==> config.mk <==
export PLATFORM = sky130hd
export DESIGN_NAME = linear_output_collector
export DESIGN_NICKNAME = d
export VERILOG_FILES = /design/src/rtl/linear_output_collector.sv
export SDC_FILE = /design/constraint.sdc
export NUM_CORES = 1
export LEC_CHECK = 0
export ABC_AREA = 0
export BUFFER_PORTS_ARGS = -buffer_cell sky130_fd_sc_hd__buf_4
export CORE_MARGIN = 1.5
export CORE_UTILIZATION = 60
export DETAILED_ROUTE_END_ITERATION = 12
export GPL_TIMING_DRIVEN = 0
export HOLD_SLACK_MARGIN = 0.05
export PLACE_DENSITY = 0.77
export SLEW_MARGIN = 25
export SYNTH_ARGS = -nofsm -noshare
export SYNTH_HDL_FRONTEND = slang
export SYNTH_SLANG_ARGS = --single-unit
==> constraint.sdc <==
create_clock -name clk -period 5 [get_ports clk]
set_input_delay 1 -clock clk [delete_from_list [all_inputs] [get_ports clk]]
set_output_delay 1 -clock clk [all_outputs]
set_load 0.02 [all_outputs]
==> src/rtl/linear_output_collector.sv <==
// Captures multiplier output vectors into a FIFO and serialises them onto a valid/ready stream.
// Optional overflow detection is enabled by defining LINEAR_OUTPUT_COLLECTOR_OVF_EN.
module linear_output_collector #(
  parameter int PRECISION    = 8,
  parameter int NUM_FEATURES = 2,
  parameter int PIPE_LATENCY = 6,
  parameter int FIFO_DEPTH   = 16,
  parameter int ROW_LEN      = 4
) (
  input  logic                              clk,
  input  logic                              rst,
  input  logic                              issue,
  output logic                              ce,
  input  logic [PRECISION*NUM_FEATURES-1:0] out_vec,
  output logic [PRECISION-1:0]              m_data,
  output logic                              m_valid,
  input  logic                              m_ready,
  output logic                              m_last,
  output logic                              ovf
);

  localparam int CW = $clog2(FIFO_DEPTH + 1);
  localparam int AW = (FIFO_DEPTH > 1) ? $clog2(FIFO_DEPTH) : 1;
  localparam int LW = (NUM_FEATURES > 1) ? $clog2(NUM_FEATURES) : 1;
  localparam int RW = (ROW_LEN > 1) ? $clog2(ROW_LEN) : 1;

  typedef logic [PRECISION*NUM_FEATURES-1:0] vec_t;

  logic [PIPE_LATENCY-1:0] vld_sr;
  logic [CW-1:0]           fifo_count;
  logic [CW-1:0]           inflight;
  logic [CW:0]             credit_sum;
  vec_t                    mem [FIFO_DEPTH];
  vec_t                    head;
  logic [AW-1:0]           wr_ptr;
  logic [AW-1:0]           rd_ptr;
  logic [LW-1:0]           lane_idx;
  logic [RW-1:0]           row_cnt;
  logic                    capture;
  logic                    push;
  logic                    pop;
  logic                    lane_last;

  function automatic logic [AW-1:0] ptr_inc(input logic [AW-1:0] p);
    return (p == AW'(FIFO_DEPTH - 1)) ? '0 : p + AW'(1);
  endfunction

  always_comb begin
    inflight = '0;
    for (int k = 0; k < PIPE_LATENCY; k++) begin
      inflight = inflight + CW'(vld_sr[k]);
    end
  end

  // Credit covers both queued vectors and those still travelling through the multiplier.
  assign credit_sum = {1'b0, fifo_count} + {1'b0, inflight};
  assign ce         = rst && (credit_sum < (CW + 1)'(FIFO_DEPTH));

  assign m_valid   = (fifo_count != '0);
  assign lane_last = (lane_idx == LW'(NUM_FEATURES - 1));
  assign pop       = m_valid && m_ready && lane_last;
  assign capture   = ce && vld_sr[PIPE_LATENCY-1];
  assign m_last    = m_valid && lane_last && (row_cnt == RW'(ROW_LEN - 1));
  assign head      = mem[rd_ptr];

  always_comb begin
    m_data = '0;
    for (int l = 0; l < NUM_FEATURES; l++) begin
      if (m_valid && (lane_idx == LW'(l))) begin
        m_data = head[l*PRECISION +: PRECISION];
      end
    end
  end

`ifdef LINEAR_OUTPUT_COLLECTOR_OVF_EN
  logic full;
  logic ovf_q;

  assign full = (fifo_count == CW'(FIFO_DEPTH));
  // A capture into a full FIFO without a same-cycle pop is dropped and latched as overflow.
  assign push = capture && (!full || pop);
  assign ovf  = ovf_q;

  always_ff @(posedge clk or negedge rst) begin
    if (!rst) begin
      ovf_q <= 1'b0;
    end else if (capture && full && !pop) begin
      ovf_q <= 1'b1;
    end
  end

  property p_no_overflow;
    @(posedge clk) disable iff (!rst) !(capture && full && !pop);
  endproperty
  a_no_overflow: assert property (p_no_overflow)
    else $warning("linear_output_collector: capture into full FIFO, vector dropped");
`else
  assign push = capture;
  assign ovf  = 1'b0;
`endif

  always_ff @(posedge clk or negedge rst) begin
    if (!rst) begin
      vld_sr     <= '0;
      wr_ptr     <= '0;
      rd_ptr     <= '0;
      fifo_count <= '0;
      lane_idx   <= '0;
      row_cnt    <= '0;
    end else begin
      if (ce) begin
        vld_sr <= {vld_sr[PIPE_LATENCY-2:0], issue};
      end
      if (push) begin
        wr_ptr <= ptr_inc(wr_ptr);
      end
      if (pop) begin
        rd_ptr <= ptr_inc(rd_ptr);
      end
      fifo_count <= fifo_count + CW'(push) - CW'(pop);
      if (m_valid && m_ready) begin
        if (lane_last) begin
          lane_idx <= '0;
          row_cnt  <= (row_cnt == RW'(ROW_LEN - 1)) ? '0 : row_cnt + RW'(1);
        end else begin
          lane_idx <= lane_idx + LW'(1);
        end
      end
    end
  end

  // Storage is deliberately unreset; occupancy is governed by the pointers and count.
  always_ff @(posedge clk) begin
    if (push) begin
      mem[wr_ptr] <= out_vec;
    end
  end

endmodule
# Word-level counts from Yosys, hierarchy flattened

Memories as Yosys holds them, arrays and structs flattened.
Cells that the tools add are included.
Widths: inputs -> output; s select.

Logic and storage cells: 41
Input port bits: 20
Memories: 1
Register bits: 22
Bits in latches: 0
ROM bits: 0
Output and inout port bits: 12
Memory bits (writable): 256

Memory list:

| name | depth | bits a word | read ports | clocked after Yosys merged registers in | wr ports | line | source |
|---|---|---|---|---|---|---|---|
| mem  | 16    | 16          | 1          | 0                                       | 1        | 33   | `vec_t mem [FIFO_DEPTH];` |

Equality and inequality tests: 3
Reductions and logical operators: 9
Bitwise operators: 1
Multipliers: 0
Magnitude comparators: 1
Add/subtract/negate cells: 12
Shift-type cells: 0
Multiplexer cells: 8
Divide/modulo/power cells: 0

Operator list:

| operator            | number |
|---|---|
| $mux 8              | 2 |
| $add 5x1->5         | 2 |
| $add 4x1->4 const B | 2 |
| $eq 4x4->1 const B  | 2 |
| $mux 4              | 2 |
| $logic_and 1x1->1   | 7 |
| $add 5x5->6         | 1 |
| $lt 6x5->1 const B  | 1 |
| $add 4x1->5         | 1 |
| $reduce_bool 5->1   | 1 |
| $sub 5x1->5         | 1 |
| $add 3x1->4         | 1 |
| $add 2x1->3         | 1 |
| $mux 1              | 3 |
| $add 1x1->2         | 1 |
| $add 2x1->2 const B | 1 |
| $eq 2x2->1 const B  | 1 |
| $mux 2              | 1 |
| $reduce_and 2->1    | 1 |
| $add 1x1->1 const B | 1 |
| $not 1->1           | 1 |

# Depth between registers and ports, before layout

Depth in word-level cells: 11
Gate-level depth with buffers: 19
Depth with buffers taken out: 19

# Worst setup path before layout

No wires, ideal clock.

Kind: register to register
From: register vld_sr[0]
To: memory mem[2][0] (netlist bit), enable pin
Stages on the path, launching flop included: 12
Period minus slack after synthesis: 4.617 ns
Setup time: 0.436 ns
Data arrival time: 4.181 ns
Data required time: 4.564 ns
Path slack: 0.383 ns
Path buffers: 1
Path through: dfrtp_1 > fa_1 > inv_1 > fa_1 > inv_1 > ha_1 > a21oi_1 > o2111a_1 > nor3_1 > buf_2 > nor2_1 > nor4b_1

Longest elaborated chain between the ends: 11

Ends and longest elaborated chain:

| item                         | line | source |
|---|---|---|
| from (decl)                  | 29   | `logic [PIPE_LATENCY-1:0] vld_sr;` |
| from (signal assigned)       | 112  | `vld_sr <= {vld_sr[PIPE_LATENCY-2:0], issue};` |
| $add 1x1->2                  | 51   | `inflight = inflight + CW'(vld_sr[k]);` |
| $add 2x1->3                  | 51   |  |
| $add 3x1->4                  | 51   |  |
| $add 4x1->5                  | 51   |  |
| $add 5x1->5                  | 51   |  |
| $add 5x5->6                  | 56   | `assign credit_sum = {1'b0, fifo_count} + {1'b0, inflight};` |
| $lt 6x5->1                   | 57   | `assign ce = rst && (credit_sum < (CW + 1)'(FIFO_DEPTH));` |
| $logic_and 1x1->1            | 57   |  |
| $logic_and 1x1->1            | 62   | `assign capture = ce && vld_sr[PIPE_LATENCY-1];` |
| $mux 1                       | 134  | `if (push) begin` |
| $mux 1 (implied by the code) | 135  | `mem[wr_ptr] <= out_vec;` |
| to (decl)                    | 33   |  |

No other way between the ends.

# Worst setup path in the final report

From: register vld_sr[0]
To: output port ce

Longest elaborated chain between the ends: 8

Ends and longest elaborated chain:

| item              | line | source |
|---|---|---|
| $add 1x1->2       | 51   |  |
| $add 2x1->3       | 51   |  |
| $add 3x1->4       | 51   |  |
| $add 4x1->5       | 51   |  |
| $add 5x1->5       | 51   |  |
| $add 5x5->6       | 56   |  |
| $lt 6x5->1        | 57   |  |
| $logic_and 1x1->1 | 57   |  |
| to (decl)         | 13   | `output logic ce,` |

No other way between the ends.

==> flow_metrics.tcl <==
set metrics [dict create \
    status "finished with violations" \
    violations "DRC" \
    synth_compound_area_share_pct 1.93 \
    grt_overflow 0 \
    yosys.area.top_type "edfxtp_1" \
    routed_wl_mm 23.9 \
    power_mw 7.35 \
    cp.required_ns 4.00 \
    r2r_slack_ns 0.68 \
    placed_area_um2 12000 \
    synth-xor-area-share_pct 0.470 \
    sequentialPowerShare_pct 39.1 \
    synth_top_family_by_area "multiplexers" \
    viasPerCell 6.44 \
    synthesis.nets 582 \
    synth_edf_count 256 \
    core_area_um2 18100 \
    avgSynthCellArea_um2 20.6 \
    drc 3 \
    report.final.hold_viol_count 0 \
    timing.final.crit_share_pct 96.9 \
    clkPwrFrac_pct 25.5 \
    syn_area_um2 11200 \
    cpMostUsedCell "inv_1" \
    die_area_um2 19400 \
    worst_pin_slew_ns 0.925 \
    slew_violations 0 \
    post-cts-setup-buffers 0 \
    hold_buffers 0 \
    critPathLaunchType "register" \
    r2r_end "fifo_count[4]" \
    via_count 5647 \
    numPortBuffers 30 \
    dr.pass1.iters 9 \
    clockBufferDepth 3 \
    drt-initial-drc-count 582 \
    syn_inst 542 \
    place_hpwl_mm 15.3 \
    endpoint_kind "output port" \
    pwr-share-comb_pct 35.4 \
    slew_headroom_pct 38.4 \
    ios 32 \
    die_x_um 139 \
    peakVddDrop_uv 316 \
    nets 671 \
    rsz0062_at_grt "no" \
    rows 49 \
    hold_class "primary input to asynchronous set/reset pin" \
    cts_root_buf "clkbuf_16" \
    cp_data_arrival_time_ns 3.85 \
    finalSetupViolations 0 \
    sw_frac_of_total_pct 32.0 \
    grt_pass1_vias 5873 \
    fin_worst_skew_ns 0.0104 \
    grtUsageTotal_pct 25.7 \
    grt_first_pass_wirelength_mm 36.2 \
    clk_pin_slew_ns 0.06 \
    synthSimpleGateAreaFrac_pct 2.72 \
    syn_to_final_growth_pct 14.7 \
    initial_core_util_pct 61.8 \
    fin_area_um2 12800 \
    max_freq_ghz 0.206 \
    p_leak_nw 4.40 \
    synthTopCellsByArea "edfxtp_1 69%, mux4_2 13%, dfrtp_1 4.9%, mux2i_1 2.5%, ha_1 1.9%" \
    ant_nets 0 \
    crit_family "adder cells" \
    ys_seq_elements 278 \
    post_drt_wl_per_cell_um 27.2 \
    synth_flop_cell "edfxtp_1" \
    worstSetupPathType "register to output port" \
    synthArstFlopShare_pct 7.91 \
    cp_max_fo 10 \
    gp_congestion 0.756 \
    synth_seq_area_share_pct 73.7 \
    synth_cell_types 43 \
    power.internal_mw 5.00 \
    cts_buffers 27 \
    final.min_clock_period_ns 4.85 \
    fillers 1061 \
    synthMuxAreaShare_pct 16.8 \
    antenna_found_initial 0 \
    slowest_delay_ns 0.57 \
    die_y_um 139 \
    htree_num_levels 1 \
    synthAdderAreaFrac_pct 2.44 \
    ys_warn_count 0 \
    crit_chain "fa_1 > inv_1 > fa_1 > inv_1 > ha_1 > a21oi_1 > o2111a_1 > nor3_1 > clkbuf_1 > inv_1 > buf_4" \
    cap_violations 0 \
    cts-resized-gates 0 \
    drive_gt1_share_pct 31.5 \
    p_switching_mw 2.35 \
    antenna_cells 0 \
    worstRegToRegCells 19 \
    power_density_nw_per_um2 574 \
    clock_latency_ns 0.52 \
    cts_tree "yes" \
    crit_buf_inv 5 \
    synth_top_area_share_pct 68.8 \
    grt_max_degree 26 \
    slowest_stage "clkbuf_1" \
    cts_num_sinks 278 \
    fin_tns_setup_ns 0 \
    rr_startpoint "vld_sr[0]" \
]
-- layer usage --
| layer | part of all wire, % | vias to the layer above | track usage [%] |
|---|---|---|---|
| li1 | - | 2401 | - |
| met1 | 38 | 2946 | 34.7 |
| met2 | 52 | 249 | 43.4 |
| met3 | 8.0 | 51 | 5.02 |
| met4 | 2.9 | 0 | 7.61 |
| met5 | 0 | - | 0 |
-- worst max-delay path by stage --
stage               startpoint            end  slack (ns)  depth (start not counted)
floorplan            vld_sr[0]      mem[2][0]        0.38                         11
global placement     vld_sr[0]      mem[2][3]       -1.64                         11
detailed placement   vld_sr[0]  fifo_count[4]        0.71                         19
CTS                  vld_sr[0]             ce        0.15                         11
global route         vld_sr[0]             ce       0.006                         11
finish               vld_sr[0]             ce        0.15                         11
-- power groups by stage --
stage	Clock (mW)	Combinational, mW	Sequential (mW)
2_1_floorplan	0	1.80	2.88
3_3_place_gp	0	2.40	2.90
3_5_place_dp	0	2.58	2.91
4_1_cts	1.90	2.63	2.87
5_1_grt	1.99	2.81	2.89
6_report	1.87	2.61	2.87
-- cell type report --
cell class,count,area (um^2),share of cell area [%]
plain buffers,26,130,1.02
clock buffers,32,694,5.42
clock inverters,14,116,0.908
inverters,20,75.1,0.586
multi-input cells,218,2830,22.1
flip-flops and latches,278,8240,64.3
well taps,229,287,2.24
repair buffers,60,444,3.47
-- cells by family (layout without fill, tap and decap cells) --
| group | Yosys count | count (layout) |
|---|---|---|
| flops | 278 | 278 |
| mux | 104 | 104 |
| simple gates | 54 | 54 |
| buf+inv | 46 | 152 |
| compound gates | 33 | 33 |
| fa+ha+maj | 20 | 20 |
| xor+xnor | 6 | 6 |
| other cells | 1 | 1 |
-- flip-flops by register name, summed over array words and instances (netlist names) --
name,cells
fifo_count,5
lane_idx,1
mem,256
rd_ptr,4
row_cnt,2
vld_sr,6
wr_ptr,4
-- stage by stage --
stage,std cells,hold slack (ns),setup slack [ns],util (%)
CTS,877,0.364,0.152,70.8
finish,877,0.379,0.154,70.8
global route,877,0.379,0.00567,70.8
global placement,801,0.489,-1.64,64.6
detailed placement,831,0.518,0.709,66.3
floorplan,542,0.480,0.383,-
-- cells in the final DEF, fill, tap and decap left out, drive strengths merged, types with 8 or more instances in the layout --
| cell | netlist | layout |
|---|---|---|
| mux2i | 28 | 28 |
| inv | 20 | 20 |
| ha | 17 | 17 |
| dfrtp | 22 | 22 |
| clkbuf | 11 | 43 |
| clkinv | 0 | 10 |
| mux4 | 66 | 66 |
| edfxtp | 256 | 256 |
| nor2 | 8 | 8 |
| nor3 | 10 | 10 |
| o22ai | 13 | 13 |
| mux2 | 10 | 10 |
| nand2 | 12 | 12 |
| buf | 15 | 75 |
-- cell usage after synthesis (all sizes together) (4+ instances only) --
master and number:
mux2 10, or2 6, inv 20, xnor2 4, mux2i 28, buf 15
ha 17, nor3 10, mux4 66, edfxtp 256, dfrtp 22, clkbuf 11
o22ai 13, a21o 5, a21oi 6, nand2 12, nor2 8, nor4 5
Power figures use the tool's default switching activity.
